### src/rtl/imm_extend_pipe_if.sv
// Handshake bundle for the immediate-extension stage: decode-side input beat and ALU-side output beat.
// The master drives in_* and out_ready; the slave (the pipe) drives in_ready and out_*.
interface imm_extend_pipe_if #(
  parameter int IN_W  = 16,
  parameter int OUT_W = 32,
  parameter int TAG_W = 5
);
  logic             in_valid;
  logic             in_ready;
  logic [IN_W-1:0]  in_imm;
  logic [1:0]       in_mode;
  logic [TAG_W-1:0] in_tag;
  logic             out_valid;
  logic             out_ready;
  logic [OUT_W-1:0] out_data;
  logic [TAG_W-1:0] out_tag;
  logic             out_err;

  modport master (
    output in_valid, in_imm, in_mode, in_tag, out_ready,
    input  in_ready, out_valid, out_data, out_tag, out_err
  );

  modport slave (
    input  in_valid, in_imm, in_mode, in_tag, out_ready,
    output in_ready, out_valid, out_data, out_tag, out_err
  );
endinterface

### src/rtl/imm_extend_pipe.sv
// Registered immediate-extension stage (sign/zero/upper/branch) with a 2-entry skid buffer.
// Optional macro IMM_EXT_BRANCH_EN enables mode 11 as a sign-extended, left-shifted-by-2 offset.
module imm_extend_pipe #(
  parameter int IN_W  = 16,
  parameter int OUT_W = 32,
  parameter int TAG_W = 5
) (
  input  logic              clk,
  input  logic              rst_n,
  imm_extend_pipe_if.slave  pipe
);
  localparam int PAD = OUT_W - IN_W;

  typedef enum logic [1:0] {
    EMPTY = 2'd0,
    ONE   = 2'd1,
    FULL  = 2'd2
  } state_e;

  state_e           state_q;
  logic             in_ready_q;
  logic             out_valid_q;
  logic [OUT_W-1:0] out_data_q;
  logic [TAG_W-1:0] out_tag_q;
  logic             out_err_q;
  logic [OUT_W-1:0] skid_data_q;
  logic [TAG_W-1:0] skid_tag_q;
  logic             skid_err_q;

  logic             accept;
  logic             take;
  logic [OUT_W-1:0] sign_ext;
  logic [OUT_W-1:0] ext_data_d;
  logic             ext_err_d;

  assign accept = pipe.in_valid & in_ready_q;
  assign take   = out_valid_q & pipe.out_ready;

  always_comb begin
    sign_ext   = {{PAD{pipe.in_imm[IN_W-1]}}, pipe.in_imm};
    ext_data_d = sign_ext;
    ext_err_d  = 1'b0;
    case (pipe.in_mode)
      2'b00:   ext_data_d = sign_ext;
      2'b01:   ext_data_d = {{PAD{1'b0}}, pipe.in_imm};
      2'b10:   ext_data_d = {pipe.in_imm, {PAD{1'b0}}};
      default: begin
`ifdef IMM_EXT_BRANCH_EN
        // Shifting the sign-extended value drops two sign copies, so OUT_W == IN_W+2 also works.
        ext_data_d = sign_ext << 2;
`else
        ext_data_d = sign_ext;
        ext_err_d  = 1'b1;
`endif
      end
    endcase
  end

  always_ff @(posedge clk) begin
    if (!rst_n) begin
      state_q     <= EMPTY;
      in_ready_q  <= 1'b1;
      out_valid_q <= 1'b0;
      out_data_q  <= '0;
      out_tag_q   <= '0;
      out_err_q   <= 1'b0;
      skid_data_q <= '0;
      skid_tag_q  <= '0;
      skid_err_q  <= 1'b0;
    end else begin
      case (state_q)
        EMPTY: begin
          if (accept) begin
            out_data_q  <= ext_data_d;
            out_tag_q   <= pipe.in_tag;
            out_err_q   <= ext_err_d;
            out_valid_q <= 1'b1;
            state_q     <= ONE;
          end
        end
        ONE: begin
          if (accept && take) begin
            out_data_q <= ext_data_d;
            out_tag_q  <= pipe.in_tag;
            out_err_q  <= ext_err_d;
          end else if (accept) begin
            // Output held by downstream: park the new beat and stop accepting.
            skid_data_q <= ext_data_d;
            skid_tag_q  <= pipe.in_tag;
            skid_err_q  <= ext_err_d;
            in_ready_q  <= 1'b0;
            state_q     <= FULL;
          end else if (take) begin
            out_valid_q <= 1'b0;
            state_q     <= EMPTY;
          end
        end
        FULL: begin
          if (take) begin
            out_data_q <= skid_data_q;
            out_tag_q  <= skid_tag_q;
            out_err_q  <= skid_err_q;
            in_ready_q <= 1'b1;
            state_q    <= ONE;
          end
        end
        default: begin
          state_q     <= EMPTY;
          in_ready_q  <= 1'b1;
          out_valid_q <= 1'b0;
        end
      endcase
    end
  end

  assign pipe.in_ready  = in_ready_q;
  assign pipe.out_valid = out_valid_q;
  assign pipe.out_data  = out_data_q;
  assign pipe.out_tag   = out_tag_q;
  assign pipe.out_err   = out_err_q;
endmodule
### src/flat_wrapper.sv
// flat-port wrapper written by rule: the top's interface ports become plain ports
module imm_extend_pipe_flat 
#(
  parameter int IN_W  = 16,
  parameter int OUT_W = 32,
  parameter int TAG_W = 5
)
  (clk, rst_n, pipe_in_valid, pipe_in_imm, pipe_in_mode, pipe_in_tag, pipe_out_ready, pipe_in_ready, pipe_out_valid, pipe_out_data, pipe_out_tag, pipe_out_err);
  imm_extend_pipe_if #(.IN_W(IN_W), .OUT_W(OUT_W), .TAG_W(TAG_W)) pipe_i ();
  input  logic clk;
  input  logic rst_n;
  input wire logic [$bits(pipe_i.in_valid)-1:0] pipe_in_valid;
  input wire logic [$bits(pipe_i.in_imm)-1:0] pipe_in_imm;
  input wire logic [$bits(pipe_i.in_mode)-1:0] pipe_in_mode;
  input wire logic [$bits(pipe_i.in_tag)-1:0] pipe_in_tag;
  input wire logic [$bits(pipe_i.out_ready)-1:0] pipe_out_ready;
  output wire logic [$bits(pipe_i.in_ready)-1:0] pipe_in_ready;
  output wire logic [$bits(pipe_i.out_valid)-1:0] pipe_out_valid;
  output wire logic [$bits(pipe_i.out_data)-1:0] pipe_out_data;
  output wire logic [$bits(pipe_i.out_tag)-1:0] pipe_out_tag;
  output wire logic [$bits(pipe_i.out_err)-1:0] pipe_out_err;
  assign pipe_i.in_valid = pipe_in_valid;
  assign pipe_i.in_imm = pipe_in_imm;
  assign pipe_i.in_mode = pipe_in_mode;
  assign pipe_i.in_tag = pipe_in_tag;
  assign pipe_i.out_ready = pipe_out_ready;
  assign pipe_in_ready = pipe_i.in_ready;
  assign pipe_out_valid = pipe_i.out_valid;
  assign pipe_out_data = pipe_i.out_data;
  assign pipe_out_tag = pipe_i.out_tag;
  assign pipe_out_err = pipe_i.out_err;
  imm_extend_pipe #(.IN_W(IN_W), .OUT_W(OUT_W), .TAG_W(TAG_W)) u_core (.clk(clk), .rst_n(rst_n), .pipe(pipe_i));
endmodule
### config.mk
export PLATFORM = sky130hd
export DESIGN_NAME = imm_extend_pipe_flat
export DESIGN_NICKNAME = d
export VERILOG_FILES = /design/src/rtl/imm_extend_pipe_if.sv /design/src/rtl/imm_extend_pipe.sv /design/src/flat_wrapper.sv
export SDC_FILE = /design/constraint.sdc
export NUM_CORES = 1
export LEC_CHECK = 0
export ABC_AREA = 1
export ABC_CLOCK_PERIOD_IN_PS = 1450
export CAP_MARGIN = 10
export CORE_ASPECT_RATIO = 1.75
export CORE_MARGIN = 10
export CORE_UTILIZATION = 48
export CTS_CLUSTER_DIAMETER = 50
export DETAILED_ROUTE_END_ITERATION = 7
export PLACE_DENSITY = 0.79
export SYNTH_ARGS = -nofsm -noshare
export SYNTH_HDL_FRONTEND = slang
export SYNTH_SLANG_ARGS = --single-unit
### constraint.sdc
create_clock -name clk -period 1.45 [get_ports clk]
set_clock_uncertainty 0.15 [all_clocks]
set_input_delay 0.145 -clock clk [delete_from_list [all_inputs] [get_ports clk]]
set_output_delay 0.145 -clock clk [all_outputs]
set_load 0.01 [all_outputs]
# Word level (Yosys, flattened, before mapping)
# Cells that the tools add are included.
dict set report totals {
  ff_bits 80
  out_inout_bits 40
  word_cells 65
}
dict set report classes {
  n_eq_ne 12
  bitwise 5
  n_mux 29
  reduce_logical 10
}
# op count
set ops {}
lappend ops {{two-way mux 32 bit} 3}
lappend ops {{one-hot mux 32 bit (3 select lines)} 1}
lappend ops {{one-hot mux 32 bit (2 select lines)} 1}
lappend ops {{two-way mux 5 bit} 3}
lappend ops {{one-hot mux 5 bit (3 select lines)} 1}
lappend ops {{AND reduction 4 bit} 3}
lappend ops {{two-way mux 1 bit} 11}
lappend ops {{two-way mux 2 bit} 5}
lappend ops {{!= test 2 x 1 -> 1 bit, second input constant} 5}
lappend ops {{one-hot mux 1 bit (3 select lines)} 3}
lappend ops {{one-hot mux 2 bit (3 select lines)} 1}
lappend ops {{AND reduction 5 bit} 1}
lappend ops {{== test 2 x 1 -> 1 bit, second input constant} 2}
lappend ops {{== test 2 bit, second input constant} 2}
lappend ops {{zero test 2 bit} 2}
lappend ops {{!= test 2 bit, second input constant} 2}
lappend ops {{!= test 3 x 1 -> 1 bit, second input constant} 1}
lappend ops {{NOT 1 bit} 3}
lappend ops {{AND reduction 3 bit} 1}
lappend ops {{nonzero test 3 bit} 1}
lappend ops {{OR reduction 3 bit} 1}
lappend ops {{AND 1 bit} 2}
lappend ops {{logical AND 1 bit} 1}

# Logic depth before layout (Yosys ltp)
# Gate-level depths: netlist of run 1.
dict set report logic_depth {
  word_depth 5
  ltp_mapped 11
  ltp_nobuf 9
}

# Worst setup path after synthesis of run 1
# No wires, ideal clock.
dict set report synth_path {
  kind {input to register}
  startpoint {input pipe_in_mode[0]}
  endpoint {register u_core.out_data_q[10] (netlist: u_core.pipe.out_data[10])}
  stages 9
  required_ps 1187
  t_arrival_ps 1280
  setup_slack_ps -93
  cell_sequence {inv_1 -> ha_1 -> or2_2 -> clkbuf_1 -> buf_2 -> nand3_1 -> nand2_1 -> nor2_1 -> nor2_1}
}
dict set report synth_via {
  elab_chain_cells 4
  word_cells_on_any_way 6
}
# element line_no
set synth_lines {}
lappend synth_lines {{start, declared} flat_wrapper.sv:14} ;# input wire logic [$bits(pipe_i.in_mode)-1:0] pipe_in_mode;
lappend synth_lines {{== test 2 bit or == test 2 x 1 -> 1 bit (tied branches)} imm_extend_pipe.sv:43} ;# case (pipe.in_mode)
lappend synth_lines {{one-hot mux 32 bit (2 select lines) *} imm_extend_pipe.sv:43}
lappend synth_lines {{two-way mux 32 bit (on tied branches)} {imm_extend_pipe.sv:82, imm_extend_pipe.sv:73}}
lappend synth_lines {{one-hot mux 32 bit (3 select lines) *} imm_extend_pipe.sv:71} ;# case (state_q)
lappend synth_lines {{end signal, assigned} imm_extend_pipe.sv:74} ;# out_data_q <= ext_data_d;
lappend synth_lines {{end signal, assigned} imm_extend_pipe.sv:83} ;# out_data_q <= ext_data_d;
lappend synth_lines {{end signal, assigned} imm_extend_pipe.sv:100} ;# out_data_q <= skid_data_q;
lappend synth_lines {{end, declared} imm_extend_pipe.sv:23} ;# logic [OUT_W-1:0] out_data_q;
# Every way passes the cells marked *; elsewhere a longest branch is shown, timed or not. The select of a mux whose other input is x is not followed.
# A chain may end at the register's enable or synchronous reset.

# Worst setup path after layout of run 1
dict set report layout_path {
  startpoint {register u_core.state_q[1]}
  endpoint {register u_core.out_data_q[15] (netlist: u_core.pipe.out_data[15])}
}
dict set report layout_via {
  elab_chain_cells 3
  word_cells_on_any_way 9
}
# element line_no
set layout_lines {}
lappend layout_lines {{start, declared} imm_extend_pipe.sv:20} ;# state_e state_q;
lappend layout_lines {{start signal, assigned} imm_extend_pipe.sv:61} ;# state_q <= EMPTY;
lappend layout_lines {{start signal, assigned} imm_extend_pipe.sv:78} ;# state_q <= ONE;
lappend layout_lines {{start signal, assigned} imm_extend_pipe.sv:92} ;# state_q <= FULL;
lappend layout_lines {{== test 2 x 1 -> 1 bit, or another cell as far along} imm_extend_pipe.sv:71}
lappend layout_lines {{!= test 2 x 1 -> 1 bit (no source line) or nonzero test 3 bit (tied branches)} n/a}
lappend layout_lines {{AND reduction 4 bit (no source line)} n/a}
# Parallel ways exist; a longest one is shown, timed or not.

==> out/qor.csv, run 1 <==
stage;metric;value;unit
run_status;status;complete, but fails checks;
run_status;failing checks;setup timing;
power_and_ir_drop;Pwr per Cell Area;1446;nW/um^2
setup_path;worst reg-to-reg path cell count;9;
placement;RD Place Congestion;0.9164;
timing;Relative slew margins;81.00;%
setup_path;CP arrival;1600;ps
route;post-DR vias/cell;5.451;
yosys;Top FF cell, synth;dfxtp_1;
floorplanning;CORE AREA;7909;um^2
cells_and_area;Final Cell Area;5657;um^2
setup_path;setup slack, reg-to-reg;-70;ps
setup_path;CP max stage delay;350;ps
clock_tree;CTS sink count;80;
yosys;library cells used by synthesis;20;
cells_and_area;layout cells sized above 1;22.19;%
global_routing;Total Routing Usage GR;19.50;%
floorplanning;num rows;43;
yosys;syn_area_per_cell;6.394;um^2
setup_path;crit-path max FO;6;
yosys;Synth top area share;41.20;%
floorplanning;Die Y-Extent;139.1;um
yosys;Synth Instances;608;
timing;Max Freq;657.5;MHz
timing;setup violators final;34;
clock_tree;H-tree lvl count;3;
yosys;register area share after synthesis;41.20;%
yosys;cell with the most instances after synthesis;nand2_1;
route;DRT Pass-1 Iters;8;
cells_and_area;Synth-to-Final Area Change;45.51;%
yosys;Async S/R FF share, synth;0;%
floorplanning;initial core utilization;49.15;%
clock_tree;Hold-fix buffers, CTS;0;
global_routing;number of global-route vias before repair;4113;
setup_path;FF-to-FF End;u_core.pipe.out_data[15];
setup_path;reg-to-reg startpoint;u_core.state_q[1];
setup_path;stages on the worst setup path;9;
timing;fin crit share;104.9;%
placement;hpwl dp;7.617;mm
clock_tree;Clock transition at path regs;60;ps
floorplanning;IO Pins;67;
yosys;top cells by count, synth;nand2_1, nor2_1, dfxtp_1;
setup_path;Cell Chain, Critical Path;buf_6 > nor2_4 > nand2_2 > nand2_2 > inv_4 > nand2_4 > clkbuf_16 > nor2_1 > nor2_1;
flow_run;MaxCap Viol Count;0;
timing;Slew Viols, Final;0;
setup_path;worst setup path end;u_core.pipe.out_data[15];
cells_and_area;number of inserted diodes;0;
clock_tree;clock latency on the worst-skew pair;340;ps
setup_path;WP buf/inv;3;
yosys;largest area contributor in the netlist;dfxtp_1;
floorplanning;Die Wd;88.03;um
route;Routed Antenna Nets;0;
clock_tree;TritonCTS clock tree;yes;
global_routing;first-pass GRT wire length;19.19;mm
placement;dpl ws;-591.0;ps
timing;RSZ-0062 raised after global routing;true;
setup_path;slowest CP cell;dfxtp_2;
setup_path;cell family with most CP delay;simple AND/OR/NAND/NOR gates;
route;DR DRC count;0;
global_routing;Overflow after GRT;0;
min_path;Hold WC Path Type;in2reg;
power_and_ir_drop;VDD IR-drop max;1.184;mV
route;DR vias;4323;
placement;Placed Instance Area;4787;um^2
clock_tree;CTS max path bufs;2;
yosys;Synthesis Warnings;0;
cells_and_area;nets;728;
global_routing;largest net degree at the start of global routing;33;
timing;Final Worst Setup Slack;-71.01;ps
power_and_ir_drop;static leakage;0.002716;uW
yosys;Post-Synthesis Cell Area;3887;um^2
cells_and_area;fillers;582;
yosys;number of synthesized flops with an enable pin;0;
timing;min Tclk post-route;1521;ps
setup_path;Startpoint Class;flop;
timing;setup TNS;-760.2;ps
clock_tree;Clock Root Buffer;clkbuf_16;
cells_and_area;post-layout util;71.52;%
placement;Port-buffer cells;66;
yosys;Synth area leaders;dfxtp_1, nand2_1, nor2_1;
route;Total Wirelength;12.82;mm
cells_and_area;Sequential Area;1609;um^2
clock_tree;CTS buffer count;9;
cells_and_area;area of the multi-input gates;2225;um^2
floorplanning;die area;12240;um^2
setup_path;CP Class;reg2reg;
route;Starting DRT DRC Count;526;
setup_path;Worst Setup SP;u_core.state_q[1];
timing;Worst-Margin Slew;284.1;ps
setup_path;CP Data Required Time;1530;ps
setup_path;Worst setup EP type;flop;
yosys;Syn Nets;638;
yosys;Synth Register Bits;80;
global_routing;initial antenna violation count;0;
route;drt wl/cell;16.17;um
timing;Hold Fails Final Rpt;0;
[per-layer routing]
| layer | global-route usage, % | up-vias | part of all wire (%) |
|---|---|---|---|
| met1 | 19.69 | 1985 | 34 |
| met3 | 5.765 | 64 | 8.1 |
| met2 | 31.65 | 208 | 51 |
| met4 | 15.77 | 0 | 6.9 |
| met5 | 0 | - | 0 |
| li1 | - | 2066 | - |
[flip-flops by register name, indices dropped and copies added, names as in the netlist]
register	count
u_core.pipe.in_ready	1
u_core.pipe.out_data	32
u_core.pipe.out_err	1
u_core.pipe.out_tag	5
u_core.pipe.out_valid	1
u_core.skid_data_q	32
u_core.skid_err_q	1
u_core.skid_tag_q	5
u_core.state_q	2
[worst register-to-register path, stage by stage (launching register included)]
cell       delay, ps
dfxtp_2          350
buf_6            130
nor2_4            40
nand2_2           90
nand2_2           80
inv_4            110
nand2_4          110
clkbuf_16        180
nor2_1           120
nor2_1            60
[kinds of logic after synthesis]
kind of cell               Yosys count  synth area share [%]
DFF                                 80                 41.20
buffers and inverters               84                 10.30
and+or+nand+nor                    382                 39.94
adders and majority gates            3                0.9657
AOI/OAI and AO/OA                   59                 7.596
[cell type report]
type                            instances  share of cell area, %
Multi-Input combinational cell        445                  39.33
Sequential cell                        80                  28.44
Timing Repair Buffer                  118                  21.65
Clock buffer                           12                  4.534
Inverter                               43                  3.008
Tap cell                               90                  1.991
Clock inverter                          4                 0.9069
Timing Repair inverter                  1                 0.1327
[worst min path at each step]
stage / startpoint / to / slack, ps / cells past startpoint
floorplan: pipe_in_tag[0] / u_core.skid_tag_q[0] / 140 / 2
global route: pipe_in_mode[1] / u_core.skid_err_q / 200 / 4
global placement: u_core.skid_data_q[31] / u_core.skid_data_q[31] / 280 / 2
finish: pipe_in_mode[1] / u_core.skid_err_q / 160 / 4
CTS: pipe_in_tag[0] / u_core.skid_tag_q[0] / 240 / 3
detailed placement: u_core.skid_data_q[31] / u_core.skid_data_q[31] / 290 / 2
[power by group]
group	leakage (uW)	total (uW)	internal [uW]	switching (uW)
Sequential	0.000657	2730	2540	189
Clock	0.000149	2320	1430	886
Combinational	0.00191	3130	1370	1760
Total	0.00272	8180	5350	2830
[through the flow]
step | instances | hold slack [ps] | power [uW]
after global routing | 793 | 203.5 | 8581
after global placement | 761 | 282.6 | 5110
final | 793 | 158.2 | 8180
after floorplan | 608 | 137.4 | 4182
after CTS | 788 | 237.8 | 7759
after detailed placement | 761 | 289.3 | 5166
[placed cells by master (no fill, tap or decap), types with 3 or more instances in the layout]
| cell type | count |
|---|---|
| nor2_4 | 12 |
| nand3_2 | 6 |
| nand2_1 | 206 |
| clkbuf_16 | 11 |
| buf_12 | 10 |
| inv_2 | 3 |
| nor2_1 | 56 |
| a21oi_2 | 3 |
| dlygate4sd2_1 | 40 |
| buf_6 | 7 |
| a21oi_1 | 44 |
| clkinvlp_4 | 3 |
| inv_1 | 37 |
| dfxtp_2 | 3 |
| nand3_1 | 42 |
| buf_4 | 30 |
| dfxtp_1 | 76 |
| o21ai_0 | 12 |
| nand3b_1 | 6 |
| nor2_2 | 15 |
| nand2_2 | 24 |
| clkdlybuf4s50_1 | 24 |
| nand2_4 | 12 |
[timing repair]
action / in CTS / in global routing
gates cloned: 6 / 4
pin swaps: 4 / 17
setup buffers: 7 / 5
gates resized for setup: 75 / 82
endpoints found under the setup margin: 117 / 76
(Power assumes the default switching activity.)
==> inputs of run 2 (changes only) <==
--- a/config.mk
+++ b/config.mk
@@ -8,12 +8,15 @@
 export ABC_AREA = 1
 export ABC_CLOCK_PERIOD_IN_PS = 1450
 export CAP_MARGIN = 10
+export CELL_PAD_IN_SITES_DETAIL_PLACEMENT = 1
+export CELL_PAD_IN_SITES_GLOBAL_PLACEMENT = 2
 export CORE_ASPECT_RATIO = 1.75
 export CORE_MARGIN = 10
-export CORE_UTILIZATION = 48
-export CTS_CLUSTER_DIAMETER = 50
+export CORE_UTILIZATION = 25
+export CTS_CLUSTER_DIAMETER = 80
 export DETAILED_ROUTE_END_ITERATION = 7
-export PLACE_DENSITY = 0.79
+export PLACE_DENSITY = 0.78
+export SETUP_SLACK_MARGIN = 0.3
 export SYNTH_ARGS = -nofsm -noshare
 export SYNTH_HDL_FRONTEND = slang
 export SYNTH_SLANG_ARGS = --single-unit
==> out/qor.csv, run 2 (same netlist as run 1, synthesis figures left out) <==
stage;metric;value;unit
route;Total Wirelength;15.68;mm
flow_run;MaxCap Viol Count;0;
placement;Placed Instance Area;5041;um^2
global_routing;largest net degree at the start of global routing;32;
timing;hold_ws;135.8;ps
setup_path;FF-to-FF End;u_core.skid_data_q[10];
global_routing;Overflow after GRT;0;
min_path;Hold WC Path Type;in2reg;
floorplanning;CORE AREA;15310;um^2
floorplanning;IO Pins;67;
placement;RD Place Congestion;0.7875;
setup_path;Cell Chain, Critical Path;buf_12 > nand2_2 > nor2_4 > nand2_4 > clkinv_8 > buf_8 > nand3_2 > a21oi_2;
cells_and_area;commonest non-fill, non-tap cell in the layout;nand2_1;
clock_tree;Clock Root Buffer;clkbuf_16;
cells_and_area;layout cells sized above 1;31.42;%
setup_path;slowest CP cell;dfxtp_2;
timing;RSZ-0062 raised after global routing;true;
min_path;hold path endpoint;u_core.state_q[0];
setup_path;Worst setup EP type;flop;
cells_and_area;post-layout util;38.70;%
setup_path;worst reg-to-reg path cell count;8;
setup_path;CP Class;reg2reg;
global_routing;first-pass GRT wire length;23.28;mm
timing;Hold Fails Final Rpt;0;
setup_path;CP Data Required Time;1570;ps
global_routing;busiest grt layer;met2;
setup_path;Startpoint Class;flop;
cells_and_area;most frequent cells in the layout;nand2_1, nor2_1, dfxtp_1;
setup_path;CP arrival;1630;ps
global_routing;number of global-route vias before repair;4435;
global_routing;initial antenna violation count;0;
global_routing;grt met3 use;2.980;%
floorplanning;die area;21130;um^2
timing;fin crit share;104.2;%
run_status;failing checks;setup timing;
timing;Max Freq;661.6;MHz
timing;Relative slew margins;80.84;%
cells_and_area;fillers;1934;
setup_path;setup slack, reg-to-reg;-60;ps
route;post-DR vias/cell;4.708;
floorplanning;num rows;60;
clock_tree;TritonCTS clock tree;yes;
timing;Final Worst Setup Slack;-61.41;ps
power_and_ir_drop;static leakage;0.002758;uW
route;drt wl/cell;17.38;um
placement;Port-buffer cells;66;
timing;setup violators final;60;
placement;dpl ws;-616.9;ps
setup_path;CP max stage delay;340;ps
cells_and_area;nets;741;
clock_tree;CTS sink count;80;
run_status;status;complete, but fails checks;
power_and_ir_drop;VDD IR-drop max;0.6797;mV
power_and_ir_drop;Pwr per Cell Area;1388;nW/um^2
cells_and_area;Final Cell Area;5927;um^2
setup_path;crit-path max FO;8;
setup_path;Worst Setup SP;u_core.state_q[0];
timing;min Tclk post-route;1511;ps
floorplanning;Die Wd;114.3;um
min_path;hold_sp;pipe_in_valid;
clock_tree;CTS max path bufs;2;
clock_tree;Clock transition at path regs;60;ps
setup_path;reg-to-reg startpoint;u_core.state_q[0];
route;DRT Pass-1 Iters;4;
floorplanning;initial core utilization;25.38;%
placement;hpwl dp;9.648;mm
timing;Slew Viols, Final;0;
route;DR vias;4247;
cells_and_area;Synth-to-Final Area Change;52.46;%
timing;Worst-Margin Slew;287.4;ps
global_routing;met1 track demand over resource;14.54;%
route;Routed Antenna Nets;0;
clock_tree;H-tree lvl count;3;
global_routing;Total Routing Usage GR;13.72;%
global_routing;GRT met2 Usage;24.74;%
route;DR DRC count;0;
floorplanning;Die Y-Extent;185.0;um
clock_tree;clock latency on the worst-skew pair;340;ps
cells_and_area;number of inserted diodes;0;
min_path;Hold Crit Depth;4;
clock_tree;CTS buffer count;9;
route;Starting DRT DRC Count;189;
## run 2: worst max-delay path, delay by kind of cell, from the launching register on
kind                   cells  cell delay (ps)
buffers and inverters      3              380
AND/OR/NAND/NOR            4              420
flip-flops                 1              340
AO/OA/AOI/OAI              1              140
## run 2: how the worst max path moves through the flow
stage	to	slack, ps	cells past startpoint
floorplan	u_core.pipe.out_data[31]	60	11
global placement	u_core.pipe.out_data[27]	-610	10
detailed placement	u_core.pipe.out_data[23]	-620	9
CTS	u_core.skid_data_q[13]	-50	8
global route	u_core.skid_data_q[31]	-130	7
finish	u_core.skid_data_q[10]	-60	8
## run 2: report_power, final
group / internal, uW / switching [uW]
clock: 1260 / 918
sequential: 2550 / 184
combinational: 1490 / 1830
total: 5300 / 2930
## run 2: timing repair
action / CTS / global route
resized for setup: 192 / 104
setup buffers: 6 / 4
pin swaps: 2 / 23
setup endpoints to repair: 119 / 82
cloned: 4 / 11
hold buffers: 0 / 0
## run 2: layout make-up
cell class | instances | area [um^2] | share of cell area [%]
Sequential cell | 80 | 1622 | 27.36
Inverter | 43 | 192.7 | 3.251
Tap cell | 186 | 232.7 | 3.927
Clock inverter | 2 | 13.76 | 0.2322
Multi-Input combinational cell | 446 | 2263 | 38.19
Timing Repair Buffer | 131 | 1339 | 22.59
Clock buffer | 14 | 264.0 | 4.454
## run 2: layer usage
metal | vias to the layer above | routed length [um]
li1 | 2087 | -
met2 | 90 | 8610
met4 | 0 | 510
met1 | 2043 | 5890
met5 | - | 0
met3 | 27 | 666
## run 2: metrics by stage
step	total power [uW]	cells	TNS, ps
floorplan	4255	608	0
global placement	5293	861	-32640
detailed placement	5345	861	-33860
CTS	7591	887	-871.3
global route	8726	902	-6333
finish	8227	902	-1502
==> inputs of run 3 (changes only) <==
--- a/config.mk
+++ b/config.mk
@@ -13,10 +13,11 @@
 export CORE_ASPECT_RATIO = 1.75
 export CORE_MARGIN = 10
 export CORE_UTILIZATION = 25
-export CTS_CLUSTER_DIAMETER = 80
+export CTS_CLUSTER_DIAMETER = 150
 export DETAILED_ROUTE_END_ITERATION = 7
 export PLACE_DENSITY = 0.78
 export SETUP_SLACK_MARGIN = 0.3
+export SLEW_MARGIN = 20
 export SYNTH_ARGS = -nofsm -noshare
 export SYNTH_HDL_FRONTEND = slang
 export SYNTH_SLANG_ARGS = --single-unit
==> constraint.sdc (replaced) <==
create_clock -name clk -period 1.45 [get_ports clk]
set_clock_uncertainty 0.15 [all_clocks]
set_input_delay 0.2175 -clock clk [delete_from_list [all_inputs] [get_ports clk]]
set_output_delay 0.2175 -clock clk [all_outputs]
set_load 0.01 [all_outputs]
==> out/qor.csv, run 3 (same netlist as run 1, synthesis figures left out) <==
stage;metric;value;unit
run_status;status;complete, but fails checks;
run_status;failing checks;setup timing;
setup_path;crit-path max FO;6;
cells_and_area;commonest non-fill, non-tap cell in the layout;nand2_1;
setup_path;Worst setup EP type;flop;
placement;Port-buffer cells;66;
setup_path;cell family with most CP delay;simple AND/OR/NAND/NOR gates;
route;post-DR vias/cell;4.773;
flow_run;MaxCap Viol Count;0;
global_routing;largest net degree at the start of global routing;38;
timing;fin crit share;109.7;%
floorplanning;num rows;60;
route;DR DRC count;0;
placement;Placed Instance Area;5221;um^2
setup_path;slowest CP cell;dfxtp_4;
floorplanning;Die Wd;114.3;um
setup_path;setup slack, reg-to-reg;-140;ps
route;DRT Pass-1 Iters;4;
timing;setup violators final;74;
route;Total Wirelength;17.14;mm
floorplanning;CORE AREA;15310;um^2
min_path;Hold Crit Depth;4;
min_path;hold_sp;pipe_out_ready;
clock_tree;CTS sink count;80;
timing;RSZ-0062 raised after global routing;true;
setup_path;FF-to-FF End;u_core.pipe.out_data[2];
cells_and_area;Synth-to-Final Area Change;75.02;%
route;Routed Antenna Nets;0;
global_routing;Overflow after GRT;0;
power_and_ir_drop;Tot Pwr;8934;uW
global_routing;first-pass GRT wire length;24.29;mm
min_path;Hold WC Path Type;in2reg;
timing;Relative slew margins;76.35;%
setup_path;Cell Chain, Critical Path;buf_12 > nor2_4 > nand2_2 > nand2_4 > inv_8 > nand2_8 > clkbuf_16 > nand2_1 > nand2_1 > nor2_1;
power_and_ir_drop;static leakage;0.003130;uW
min_path;hold path endpoint;u_core.state_q[1];
route;DR vias;4401;
clock_tree;CTS max path bufs;2;
cells_and_area;nets;761;
timing;min Tclk post-route;1591;ps
global_routing;Total Routing Usage GR;14.53;%
timing;Final Worst Setup Slack;-141.3;ps
global_routing;number of global-route vias before repair;4674;
power_and_ir_drop;Pwr per Cell Area;1313;nW/um^2
clock_tree;Hold-fix buffers, CTS;0;
placement;hpwl dp;10.21;mm
cells_and_area;Final Cell Area;6804;um^2
cells_and_area;layout cells sized above 1;46.06;%
clock_tree;clock latency on the worst-skew pair;330;ps
timing;setup TNS;-4347;ps
cells_and_area;post-layout util;44.43;%
cells_and_area;number of inserted diodes;0;
cells_and_area;most frequent cells in the layout;nand2_1, nor2_1, buf_4;
setup_path;CP arrival;1670;ps
power_and_ir_drop;VDD IR-drop max;0.5814;mV
timing;Worst-Margin Slew;354.8;ps
setup_path;reg-to-reg startpoint;u_core.state_q[1];
floorplanning;Die Y-Extent;185.0;um
setup_path;Startpoint Class;flop;
clock_tree;Clock transition at path regs;60;ps
timing;Max Freq;628.4;MHz
setup_path;CP Data Required Time;1530;ps
floorplanning;IO Pins;67;
route;Starting DRT DRC Count;125;
setup_path;CP max stage delay;360;ps
route;drt wl/cell;18.59;um
placement;dpl ws;-749.4;ps
setup_path;Top cell by count, worst path;nand2_1;
floorplanning;die area;21130;um^2
timing;Hold Fails Final Rpt;0;
clock_tree;TritonCTS clock tree;yes;
clock_tree;H-tree lvl count;3;
setup_path;WP buf/inv;3;
global_routing;initial antenna violation count;0;
clock_tree;CTS buffer count;9;
placement;RD Place Congestion;0.7892;
clock_tree;Clock Root Buffer;clkbuf_16;
setup_path;worst reg-to-reg path cell count;10;
setup_path;CP Class;reg2reg;
floorplanning;initial core utilization;25.38;%
timing;Slew Viols, Final;0;
-- run 3: stage by stage --
step / hold WS, ps / instances
after floorplan: 197.8 / 608
after global placement: 281.4 / 871
after detailed placement: 307.0 / 871
after CTS: 316.7 / 903
after global routing: 148.6 / 922
final: 131.7 / 922
-- run 3: cell type report --
| class | count | area (um^2) |
|---|---|---|
| timing repair buffer | 150 | 1807 |
| inverter | 43 | 192.7 |
| fill | 1835 | 8511 |
| clock buffer | 14 | 274.0 |
| multi-input combinational | 447 | 2628 |
| clock inverter | 2 | 11.26 |
| sequential | 80 | 1659 |
| tap | 186 | 232.7 |
-- run 3: worst max-delay path by stage --
stage | from | end | slack, ps | cells after the start
3_5_place_dp | pipe_in_mode[0] | u_core.pipe.out_data[16] | -750 | 10
5_1_grt | u_core.state_q[1] | u_core.pipe.out_data[2] | -200 | 10
6_report | u_core.state_q[1] | u_core.pipe.out_data[2] | -140 | 10
4_1_cts | u_core.state_q[0] | u_core.skid_data_q[7] | -40 | 8
2_1_floorplan | pipe_in_mode[1] | u_core.pipe.out_data[10] | 50 | 8
3_3_place_gp | pipe_in_mode[0] | u_core.pipe.out_data[15] | -680 | 8
-- run 3: routing by layer --
metal	up-vias	GRT usage, %	routed length [um]
met5	-	0	0
li1	2131	-	-
met1	2136	14.58	6343
met2	97	27.14	9428
met3	37	3.434	656
met4	0	6.744	710
-- run 3: what timing repair did --
action / 4_1_cts / 5_1_grt
gates resized for setup: 285 / 159
pin swaps: 13 / 55
cloned: 5 / 10
buffers inserted: 11 / 9
setup endpoints to repair: 119 / 120
-- run 3: report_power, final --
part           total (uW)  switching, uW  internal (uW)
combinational        3850           1960           1890
sequential           2840            243           2600
clock                2250            946           1300
-- run 3: tightest hold or removal path, delay by kind of cell --
family                 cells  cell delay (ps)
AND/OR/NAND/NOR            2              180
buffers and inverters      1              130
AO/OA/AOI/OAI              1               50
==> variant, RTL diff (settings of run 3) <==
`TAG_W` is set to 5 in 3 places; all go to 10.
--- a/src/rtl/imm_extend_pipe_if.sv
+++ b/src/rtl/imm_extend_pipe_if.sv
@@ -3,7 +3,7 @@
 interface imm_extend_pipe_if #(
   parameter int IN_W  = 16,
   parameter int OUT_W = 32,
-  parameter int TAG_W = 5
+  parameter int TAG_W = 10
 );
   logic             in_valid;
   logic             in_ready;
--- a/src/rtl/imm_extend_pipe.sv
+++ b/src/rtl/imm_extend_pipe.sv
@@ -3,7 +3,7 @@
 module imm_extend_pipe #(
   parameter int IN_W  = 16,
   parameter int OUT_W = 32,
-  parameter int TAG_W = 5
+  parameter int TAG_W = 10
 ) (
   input  logic              clk,
   input  logic              rst_n,
--- a/src/flat_wrapper.sv
+++ b/src/flat_wrapper.sv
@@ -3,7 +3,7 @@
 #(
   parameter int IN_W  = 16,
   parameter int OUT_W = 32,
-  parameter int TAG_W = 5
+  parameter int TAG_W = 10
 )
   (clk, rst_n, pipe_in_valid, pipe_in_imm, pipe_in_mode, pipe_in_tag, pipe_out_ready, pipe_in_ready, pipe_out_valid, pipe_out_data, pipe_out_tag, pipe_out_err);
   imm_extend_pipe_if #(.IN_W(IN_W), .OUT_W(OUT_W), .TAG_W(TAG_W)) pipe_i ();
Interface: changed (resized pipe_in_tag and pipe_out_tag); port bits go from 67 to 77. The function was not compared with the original's and may differ.
==> variant against run 3 <==
- the flow still finishes with violations (setup timing)
- hold slack better by 0.034 ns
- non-clock buffer count rose by 17
- global-route usage hardly changed
- sequential power is 13% higher
- core utilization shrank 0.63 points
- power up 13%
- synthesized area up 12%
- sequential cell count up 10
- wire length grew 4.2%
- die area up 10%
- final area is 9.6% higher
- setup slack improved by 0.042 ns
- critical path depth decreased by 1
- sequential share of layout area increased by 0.65 points
- largest cell class unchanged
==> variant: results (changes against run 3) <==
| Quantity | Value | Unit | Change |
|:---|:---|:---|:---|
| Outcome | finished, violations left | - |  |
| Failing checks | setup timing | - |  |
| Clk power | 0.00246 | W | +9.3% |
| Top cells by instance count after synthesis | nand2_1, dfxtp_1, nor2_1, a21oi_1, nand3_1 | - |  |
| Total power per unit cell area | 1357 | mW/mm² | +3.4% |
| Violation count after the first detailed-route iteration | 201 | - | +61% |
| Max-Slew Margin vs Limit | 71.46 | % | -4.9 points |
| Kind of cell adding the most delay to the critical path | buffers and inverters | - |  |
| Global placer's final weighted congestion | 0.7899 | - | about the same |
| Post-CTS setup repair buffer count | 17 | - | +6 |
| Net switching power figure | 0.003612 | W | +15% |
| Number of non-filler instances in the completed layout | 1039 | - | +13% |
| Global Route Usage Sum | 14.49 | % | -0.043 points |
| Pin count of the biggest net entering global routing | 41 | - | +7.9% |
| Synth unique cells | 21 | - | +5.0% |
| Post-Place Cells | 981 | - | +13% |
| Worst setup timing slack at the placement stage | -0.7025 | ns | +0.04687 ns |
| Worst-case setup margin in the final layout | -0.09891 | ns | +0.04243 ns |
| Data arrival time of the critical path | 1.64 | ns | -0.03 ns |
| Worst-skew pair later-pin latency | 0.35 | ns | +0.02 ns |
| Largest cells by area after synthesis | dfxtp_1, nand2_1, nor2_1, a21oi_1, nand3_1 | - |  |
| Detailed-placement wirelength estimate | 11090 | µm | +8.6% |
| Biggest fanout along the worst timing path | 5 | - | -1 |
| Total Nets Final | 842 | - | +11% |
| Final setup violation count | 87 | - | +18% |
| Avg Cell Area, Syn | 6.452 | µm² | +0.92% |
| Drt wl/cell | 17.18 | µm | -7.6% |
| Sum of routed wire segments on met1 | 6750 | µm | +6.4% |
| Summed negative setup slack over all endpoints | -5.226 | ns | -0.8797 ns |
| Number of nets in the synthesized netlist | 710 | - | +11% |
| Vias after detailed routing | 4877 | - | +11% |
| Met2 global-route usage | 27.81 | % | +0.68 points |
| Worst stage delay on the critical path | 0.41 | ns | +0.05 ns |
| First-pass GRT wire length | 27180 | µm | +12% |
| Number of instances resized during post-cts repair | 377 | - | +32% |
| Met3 capacity usage during global routing | 2.351 | % | -1.1 points |
| Placed Instance Area | 0.005712 | mm² | +9.4% |
==> variant: final timing paths <==
| kind | to | cells after the start | slack [ns] |
|---|---|---|---|
| worst max register to register | u_core.pipe.out_tag[9] | 9 | -0.1 |
| worst min register to register | u_core.skid_data_q[31] | 2 | 0.31 |
| worst max-delay path | u_core.pipe.out_tag[9] | 9 | -0.1 |
| worst min-delay path | u_core.pipe.in_ready | 5 | 0.17 |
==> variant: kinds of logic (layout without fill, tap and decap cells) <==
logic type | count (synthesis) | in the layout | share of synthesized area (%)
adder cells (fa/ha/maj) | 3 | 3 | 0.8619
buffers and inverters | 91 | 226 | 10.17
AO/OA/AOI/OAI | 67 | 67 | 7.699
flip-flops | 90 | 90 | 41.37
AND/OR/NAND/NOR | 424 | 426 | 39.90
==> variant: area by class of cell <==
class	count	area, µm²
Timing Repair Buffer	167	1923
Clock buffer	10	229.0
Sequential cell	90	1867
Multi-Input combinational cell	496	2893
Tap cell	227	284.0
Clock inverter	6	73.82
Inverter	43	187.7
Fill cell	2071	9569
